==> config.mk <==
export PLATFORM = sky130hd
export DESIGN_NAME = sdram_tape_arbiter
export DESIGN_NICKNAME = d
export VERILOG_FILES = /design/src/rtl/sdram_arb_pkg.sv /design/src/rtl/sdram_tape_arbiter_rr_pick2.sv /design/src/rtl/sdram_tape_arbiter.sv
export SDC_FILE = /design/constraint.sdc
export NUM_CORES = 1
export LEC_CHECK = 0
export BUFFER_PORTS_ARGS = -buffer_cell sky130_fd_sc_hd__buf_2
export CAP_MARGIN = 20
export CORE_ASPECT_RATIO = 1.4
export CORE_MARGIN = 3
export CORE_UTILIZATION = 45
export DETAILED_ROUTE_END_ITERATION = 8
export MAX_ROUTING_LAYER = met4
export PLACE_DENSITY_LB_ADDON = 0.25
export SYNTH_ARGS = -nofsm -noshare
export SYNTH_HDL_FRONTEND = slang
export SYNTH_SLANG_ARGS = --single-unit
==> constraint.sdc <==
create_clock -name CLK50MHZ -period 5.3 [get_ports CLK50MHZ]
set_clock_uncertainty 0.1 [all_clocks]
set_input_delay 0.53 -clock CLK50MHZ [delete_from_list [all_inputs] [get_ports CLK50MHZ]]
set_output_delay 0.53 -clock CLK50MHZ [all_outputs]
set_load 0.02 [all_outputs]
==> src/rtl/sdram_arb_pkg.sv <==
// Shared types for the SDRAM tape arbiter: FSM states, requester ids, in-flight command record.
package sdram_arb_pkg;
  typedef enum logic [2:0] {IDLE, ISSUE, LAG, WAIT, DONE} arb_state_t;
  typedef enum logic [1:0] {P_DL, P_CAS, P_CLI} port_id_t;

  localparam logic [7:0] READ_ABORT_DATA = 8'hFF;

  typedef struct packed {
    port_id_t port;
    logic     we;
    logic     abort;
  } cmd_t;
endpackage

==> src/rtl/sdram_tape_arbiter_rr_pick2.sv <==
// Two-request round-robin picker; the pointer moves only when the caller commits a grant.
module rr_pick2 (
  input  logic       clk,
  input  logic       rst_n,
  input  logic [1:0] req,
  input  logic       update,
  output logic [1:0] gnt
);
  logic prio_hi;  // 0: req[0] preferred, 1: req[1] preferred

  always_comb begin
    gnt = 2'b00;
    if (req[0] && (!prio_hi || !req[1])) gnt[0] = 1'b1;
    else if (req[1])                     gnt[1] = 1'b1;
  end

  always_ff @(posedge clk or negedge rst_n) begin
    if (!rst_n)                prio_hi <= 1'b0;
    else if (update && |gnt)   prio_hi <= gnt[0];
  end
endmodule

==> src/rtl/sdram_tape_arbiter.sv <==
// Arbitrates the byte-wide SDRAM port between download (port 0), cassette (1) and client (2).
// Define SDRAM_ARB_STATS_EN to add per-port grant counters and a max WAIT-length monitor.
module sdram_tape_arbiter
  import sdram_arb_pkg::*;
#(
  parameter int ADDR_W      = 25,
  parameter int READY_LAG   = 2,
  parameter int TIMEOUT_CYC = 255
) (
  input  logic              CLK50MHZ,
  input  logic              COCO_RESET_N,
  input  logic              dl_wr,
  input  logic [ADDR_W-1:0] dl_addr,
  input  logic [7:0]        dl_data,
  output logic              dl_overrun,
  input  logic              p1_req,
  input  logic [ADDR_W-1:0] p1_addr,
  output logic              p1_ack,
  output logic [7:0]        p1_rdata,
  input  logic              p2_req,
  input  logic              p2_we,
  input  logic [ADDR_W-1:0] p2_addr,
  input  logic [7:0]        p2_wdata,
  output logic              p2_ack,
  output logic [7:0]        p2_rdata,
  output logic [ADDR_W-1:0] sdram_addr,
  output logic [7:0]        sdram_din,
  output logic              sdram_rd,
  output logic              sdram_we,
  input  logic [7:0]        sdram_dout,
  input  logic              sdram_ready,
  output logic              timeout_err
`ifdef SDRAM_ARB_STATS_EN
  ,
  output logic [15:0]       stat_grants0,
  output logic [15:0]       stat_grants1,
  output logic [15:0]       stat_grants2,
  output logic [7:0]        stat_max_wait
`endif
);
  localparam int TW = $clog2(TIMEOUT_CYC + 1);
  localparam int LW = (READY_LAG > 1) ? $clog2(READY_LAG) : 1;

  arb_state_t        state, state_nx;
  cmd_t              cmd;
  logic              dl_pend;
  logic [ADDR_W-1:0] dl_a;
  logic [7:0]        dl_d;
  logic [LW-1:0]     lag_cnt;
  logic [TW-1:0]     tcnt;
  logic [7:0]        p1_q, p2_q, rd_val;
  logic [1:0]        rr_gnt;
  logic              dl_go, dl_free, is_done, grant_go, rr_upd, to_abort;

  rr_pick2 u_rr (
    .clk    (CLK50MHZ),
    .rst_n  (COCO_RESET_N),
    .req    ({p2_req, p1_req}),
    .update (rr_upd),
    .gnt    (rr_gnt)
  );

  // A strobe arriving in an idle cycle competes as if already held, so it is never overtaken.
  assign dl_go   = dl_pend | dl_wr;
  assign is_done = (state == DONE);
  assign dl_free = is_done && (cmd.port == P_DL);

  always_comb begin
    state_nx = state;
    grant_go = 1'b0;
    rr_upd   = 1'b0;
    to_abort = 1'b0;
    case (state)
      IDLE:  if (sdram_ready && (dl_go || |rr_gnt)) begin
               state_nx = ISSUE;
               grant_go = 1'b1;
               rr_upd   = !dl_go;
             end
      ISSUE: state_nx = (READY_LAG == 0) ? WAIT : LAG;
      LAG:   if (lag_cnt == LW'(READY_LAG - 1)) state_nx = WAIT;
      WAIT:  if (sdram_ready) state_nx = DONE;
             else if (tcnt == TW'(TIMEOUT_CYC)) begin
               state_nx = DONE;
               to_abort = 1'b1;
             end
      DONE:  state_nx = IDLE;
      default: state_nx = IDLE;
    endcase
  end

  assign sdram_rd = (state == ISSUE) && !cmd.we;
  assign sdram_we = (state == ISSUE) &&  cmd.we;
  assign rd_val   = cmd.abort ? READ_ABORT_DATA : sdram_dout;
  assign p1_ack   = is_done && (cmd.port == P_CAS);
  assign p2_ack   = is_done && (cmd.port == P_CLI);
  // Read data is live during the ack cycle and held from the capture register afterwards.
  assign p1_rdata = (p1_ack && !cmd.we) ? rd_val : p1_q;
  assign p2_rdata = (p2_ack && !cmd.we) ? rd_val : p2_q;

  always_ff @(posedge CLK50MHZ or negedge COCO_RESET_N) begin
    if (!COCO_RESET_N) begin
      state       <= IDLE;
      cmd         <= '{port: P_DL, we: 1'b0, abort: 1'b0};
      dl_pend     <= 1'b0;
      dl_a        <= '0;
      dl_d        <= '0;
      dl_overrun  <= 1'b0;
      sdram_addr  <= '0;
      sdram_din   <= '0;
      lag_cnt     <= '0;
      tcnt        <= '0;
      timeout_err <= 1'b0;
      p1_q        <= '0;
      p2_q        <= '0;
    end else begin
      state <= state_nx;

      if (dl_wr) begin
        if (dl_pend && !dl_free) dl_overrun <= 1'b1;
        else begin
          dl_pend <= 1'b1;
          dl_a    <= dl_addr;
          dl_d    <= dl_data;
        end
      end else if (dl_free) begin
        dl_pend <= 1'b0;
      end

      if (grant_go) begin
        cmd.abort <= 1'b0;
        if (dl_go) begin
          cmd.port   <= P_DL;
          cmd.we     <= 1'b1;
          sdram_addr <= dl_pend ? dl_a : dl_addr;
          sdram_din  <= dl_pend ? dl_d : dl_data;
        end else if (rr_gnt[0]) begin
          cmd.port   <= P_CAS;
          cmd.we     <= 1'b0;
          sdram_addr <= p1_addr;
        end else begin
          cmd.port   <= P_CLI;
          cmd.we     <= p2_we;
          sdram_addr <= p2_addr;
          sdram_din  <= p2_wdata;
        end
      end

      if (to_abort) begin
        cmd.abort   <= 1'b1;
        timeout_err <= 1'b1;
      end

      lag_cnt <= (state == LAG)  ? lag_cnt + 1'b1 : '0;
      tcnt    <= (state == WAIT) ? tcnt + 1'b1    : '0;

      if (p1_ack && !cmd.we) p1_q <= rd_val;
      if (p2_ack && !cmd.we) p2_q <= rd_val;
    end
  end

`ifdef SDRAM_ARB_STATS_EN
  logic [7:0] wait_len;

  always_comb begin
    wait_len = 8'hFF;
    if (int'(tcnt) < 255) wait_len = 8'(int'(tcnt) + 1);
  end

  always_ff @(posedge CLK50MHZ or negedge COCO_RESET_N) begin
    if (!COCO_RESET_N) begin
      stat_grants0  <= '0;
      stat_grants1  <= '0;
      stat_grants2  <= '0;
      stat_max_wait <= '0;
    end else begin
      if (is_done) begin
        case (cmd.port)
          P_DL:  if (stat_grants0 != 16'hFFFF) stat_grants0 <= stat_grants0 + 1'b1;
          P_CAS: if (stat_grants1 != 16'hFFFF) stat_grants1 <= stat_grants1 + 1'b1;
          P_CLI: if (stat_grants2 != 16'hFFFF) stat_grants2 <= stat_grants2 + 1'b1;
          default: ;
        endcase
      end
      if (state == WAIT && state_nx == DONE && wait_len > stat_max_wait)
        stat_max_wait <= wait_len;
    end
  end
`endif
endmodule

# == Word-level counts from Yosys, hierarchy flattened ==
# Cells that the tools add are included.
# classes
add_sub_neg,2
n_eq_ne,12
n_mux,33
n_bitwise,2
reduce_logical,28
# op_table
operator,n
25-bit 2-to-1 mux,3
8-bit 2-to-1 mux,7
3-bit 2-to-1 mux,6
1-bit 2-to-1 mux,16
3-bit case mux with 4 select lines,1
1-bit logical AND,11
"8-bit by 1-bit adder with 8-bit output, second input constant",1
"8-bit equality test, second input constant",1
2-bit AND reduction,4
"3-bit by 2-bit equality test with 1-bit output, second input constant",2
"2-bit != test, second input constant",3
1-bit logical NOT,5
2-bit nonzero test,2
"3-bit by 1-bit equality test with 1-bit output, second input constant",1
"3-bit equality test, second input constant",1
3-bit logical NOT,1
"3-bit != test, second input constant",1
3-bit AND reduction,1
"2-bit by 1-bit equality test with 1-bit output, second input constant",1
"2-bit equality test, second input constant",1
2-bit logical NOT,1
1-bit logical OR,2
"2-bit by 1-bit != test with 1-bit output, second input constant",1
2-bit OR reduction,1
other kinds (3),3
# totals
ff_bits,102
input_bits,106
out_inout_bits,55

# == Depth between registers and ports, before layout ==
# logic_depth
depth_word,11
mapped_depth,6
mapped_depth_nobuf,4

# == Hierarchy ==
# Synthesis repeated with hierarchy kept, for this count alone.
# hier_totals
hier_cells,386
hier_area_um2,5157.4
# by_module_without_submodules
mod,instances,cells_per_inst,area_each_um2,seq_area_each_um2
sdram_tape_arbiter,1,380,5102.4,2527.4
rr_pick2,1,6,55.1,25.0

# == Worst setup path before layout ==
# OpenSTA, ideal clock, no wires.
# synth_timing
path_type,register to output
from,reg state[2]
to,out p2_rdata[0]
t_arrival_ns,1.720
path_slack_ns,2.950
stages_incl_launch_ff,5
cell_sequence,dfrtp_1 > buf_4 > or3b_4 > nor4b_4 > mux2_2
# synth_via
elab_chain_len,4
# synth_lines
element,line_no,text
"start, declared",sdram_tape_arbiter.sv:44,"arb_state_t state, state_nx;"
"start signal, assigned",sdram_tape_arbiter.sv:116,state <= state_nx;
3-bit equality test,sdram_tape_arbiter.sv:65,assign is_done = (state == DONE);
1-bit logical AND,sdram_tape_arbiter.sv:95,assign p2_ack = is_done && (cmd.port == P_CLI);
1-bit logical AND,sdram_tape_arbiter.sv:98,assign p2_rdata = (p2_ack && !cmd.we) ? rd_val : p2_q;
8-bit 2-to-1 mux,-,
"end, declared",sdram_tape_arbiter.sv:25,"output logic [7:0] p2_rdata,"
# Every way passes these cells.

# == Worst setup path in the final report ==
# layout_timing
from,reg state[1]
to,out p1_rdata[3]
# layout_via
elab_chain_len,4
# layout_lines
element,line_no,text
3-bit equality test,sdram_tape_arbiter.sv:65,
1-bit logical AND,sdram_tape_arbiter.sv:94,assign p1_ack = is_done && (cmd.port == P_CAS);
1-bit logical AND,sdram_tape_arbiter.sv:97,assign p1_rdata = (p1_ack && !cmd.we) ? rd_val : p1_q;
8-bit 2-to-1 mux,-,
"end, declared",sdram_tape_arbiter.sv:19,"output logic [7:0] p1_rdata,"
# Every way passes these cells.

==> impl_metrics.json <==
{
  "status": "completed",
  "ioPinCount": 161,
  "ant_nets": 0,
  "drt_first_pass_iters": 4,
  "worst_setup_path_start_kind": "flop",
  "place_inst": 693,
  "cellPowerDensity_mw_per_mm2": 491,
  "synth_common_cells": "102 x dfrtp_1, 57 x mux2_2, 29 x a21oi_1, 27 x nand3_1, 26 x a31oi_1",
  "die_area_mm2": 0.0122,
  "postCtsSetupRepairBufs": 0,
  "slowest_stage": "nor4b_2",
  "finalSetupViolations": 0,
  "chipHeight_um": 129,
  "hold_path_class": "input port to async pin",
  "drt_wl_total_um": 13000,
  "viasPerCell": 5.74,
  "layout.nets": 676,
  "die_width_um": 94.2,
  "place_ws_ps": 2530,
  "cts_tree": "yes",
  "r2r-start": "dl_pend",
  "vias": 4090,
  "synthToLayoutAreaGrowth_pct": 26.0,
  "slowest_delay_ps": 600,
  "synth.distinct_cells": 46,
  "synth_most_common_cell": "dfrtp_1",
  "clock_latency_ps": 340,
  "synthFlopType": "dfrtp_1",
  "arrival_ps": 2520,
  "final-max-slew-violation-count": 0,
  "fin_crit_ps": 3150,
  "fillers": 930,
  "h-tree-depth": 3,
  "syn-instance-count": 427,
  "grt-ovfl-total": 0,
  "clock-sinks": 102,
  "drive_gt1_frac": 0.460,
  "synth_nets": 534,
  "tightest_slew_ps": 943,
  "grt.total_usage": 0.220,
  "rsz0062_at_grt": "no",
  "grt_pass1_vias": 4111,
  "synth_area_leaders": "dfrtp_1 52%, mux2_2 13%, a311oi_1 4.3%",
  "stdcell_count": 712,
  "crit_chain": "nor4b_2, nand3b_1, mux2_2, buf_2",
  "grt_first_pass_wirelength_um": 20500,
  "place.gp.congestion": 0.819,
  "worstSetupEndpointType": "primary output",
  "yosysSeqAreaShare": 0.521,
  "hold_buffers": 0,
  "critical_path_class": "flop to primary output",
  "ctsRootBufferMaster": "clkbuf_16",
  "p_total_mw": 3.03,
  "min_period_over_period": 0.594,
  "timing.hold.ws_ps": 73.9,
  "postSynth.asyncResetShare": 1.00,
  "hold_viol_final": 0,
  "cts-resized-gates": 0,
  "rows": 44,
  "core-area_mm2": 0.0105,
  "portBuffers": 160,
  "leakage_nw": 2.78,
  "diodes": 0,
  "postSynthAreaPerCell_um2": 11.5,
  "place_hpwl_um": 9060,
  "cap_violations": 0,
  "cp.required_ps": 4670,
  "crit_start": "state[1]",
  "wl_per_cell_um": 18.2,
  "path_clk_slew_ps": 70,
  "ys_ff_latch": 102,
  "setup_ws_ps": 2150,
  "max_freq_mhz": 318,
  "yosysTopAreaCell": "dfrtp_1",
  "synth_area_mm2": 0.00490,
  "synth_warnings": 0,
  "start_util": 0.466,
  "drt-initial-drc-count": 170,
  "grt_max_degree": 59,
  "peakVddDrop_mv": 0.232,
  "tns_ps": 0,
  "antenna_found_initial": 0,
  "slew_headroom": 0.371,
  "worstPathMaxFanout": 12,
  "synth_top_area_frac": 0.521,
  "remaining_drc_errors": 0,
  "clock_path_buffers": 2,
  "synth_edf_count": 0,
  "cts_buffers": 9
}
-- per-layer routing --
layer / share of wire / GRT usage / wire [um] / vias up
met5: 0 / - / 0 / -
met4: 0.012 / 0.0723 / 151 / 0
met3: 0.056 / 0.0343 / 726 / 13
met2: 0.52 / 0.364 / 6700 / 146
met1: 0.41 / 0.276 / 5370 / 2019
li1: - / - / - / 1912
-- power by group --
part           internal (mW)  leakage [nW]  switching, mW
registers               1.07          1.25          0.190
logic                  0.497          1.39          0.609
clock network          0.379         0.142          0.286
-- cells by family after synthesis --
| logic type | synth area share |
|---|---|
| buffers and inverters | 0.0345 |
| adder cells (fa/ha/maj) | 0.00255 |
| AND/OR/NAND/NOR | 0.0955 |
| AO/OA/AOI/OAI | 0.190 |
| flip-flops | 0.521 |
| XOR/XNOR | 0.00536 |
| multiplexers | 0.151 |
-- metrics by stage --
stage	util	instance area (um^2)
after floorplan	-	4900
after global placement	0.551	5790
after detailed placement	0.552	5810
after CTS	0.581	6110
after global routing	0.587	6170
final	0.587	6170
-- state kept, by name (all words and copies together), names as in the netlist --
signal,flops
p2_q,8
u_rr.prio_hi,1
cmd,4
dl_pend,1
dl_d,8
p1_q,8
tcnt,8
dl_a,25
dl_overrun,1
timeout_err,1
sdram_din,8
state,3
sdram_addr,25
lag_cnt,1
-- final timing paths --
check	cells past startpoint	slack, ps	to
worst max-delay path	4	2150	p1_rdata[3]
worst min register to register	1	340	lag_cnt
worst max register to register	4	2760	dl_a[21]
worst min-delay path	1	70	dl_d[0]
min in group CLK50MHZ	2	330	dl_a[12]
max in group asynchronous	2	3870	p1_q[2]
-- layout by cell type (no fill, tap or decap), types with 2 or more instances in the layout --
master and count:
a311oi_1 24, nand3_1 27, dfrtp_1 101, and2_1 2, o21ai_0 14, buf_4 6
mux2_2 57, nor4b_1 2, mux2i_1 10, a21o_1 2, buf_2 159, nand3b_1 2
o21bai_1 2, a22oi_1 25, xnor2_1 2, nand2_1 12, nand4_1 3, nor2_1 6
clkinvlp_4 2, clkbuf_16 9, or3_1 4, nor3b_1 3, a31oi_1 26, buf_8 2
a21oi_1 29, o31ai_1 3, inv_1 2, or2_2 10
-- worst max-delay path, delay by kind of cell (launching register included) --
family	cells	cell delay, ps
buf+inv	1	160
flops	1	530
mux	1	430
simple gates	2	1060
-- final cells by class --
class | count | area [um^2] | area share
Tap cell | 138 | 173 | 0.0280
Multi-Input combinational cell | 285 | 2220 | 0.359
Clock buffer | 11 | 243 | 0.0393
Inverter | 2 | 7.51 | 0.00122
Sequential cell | 102 | 2550 | 0.414
Clock inverter | 5 | 58.8 | 0.00953
Timing Repair Buffer | 169 | 918 | 0.149
(Power assumes the default switching activity.)
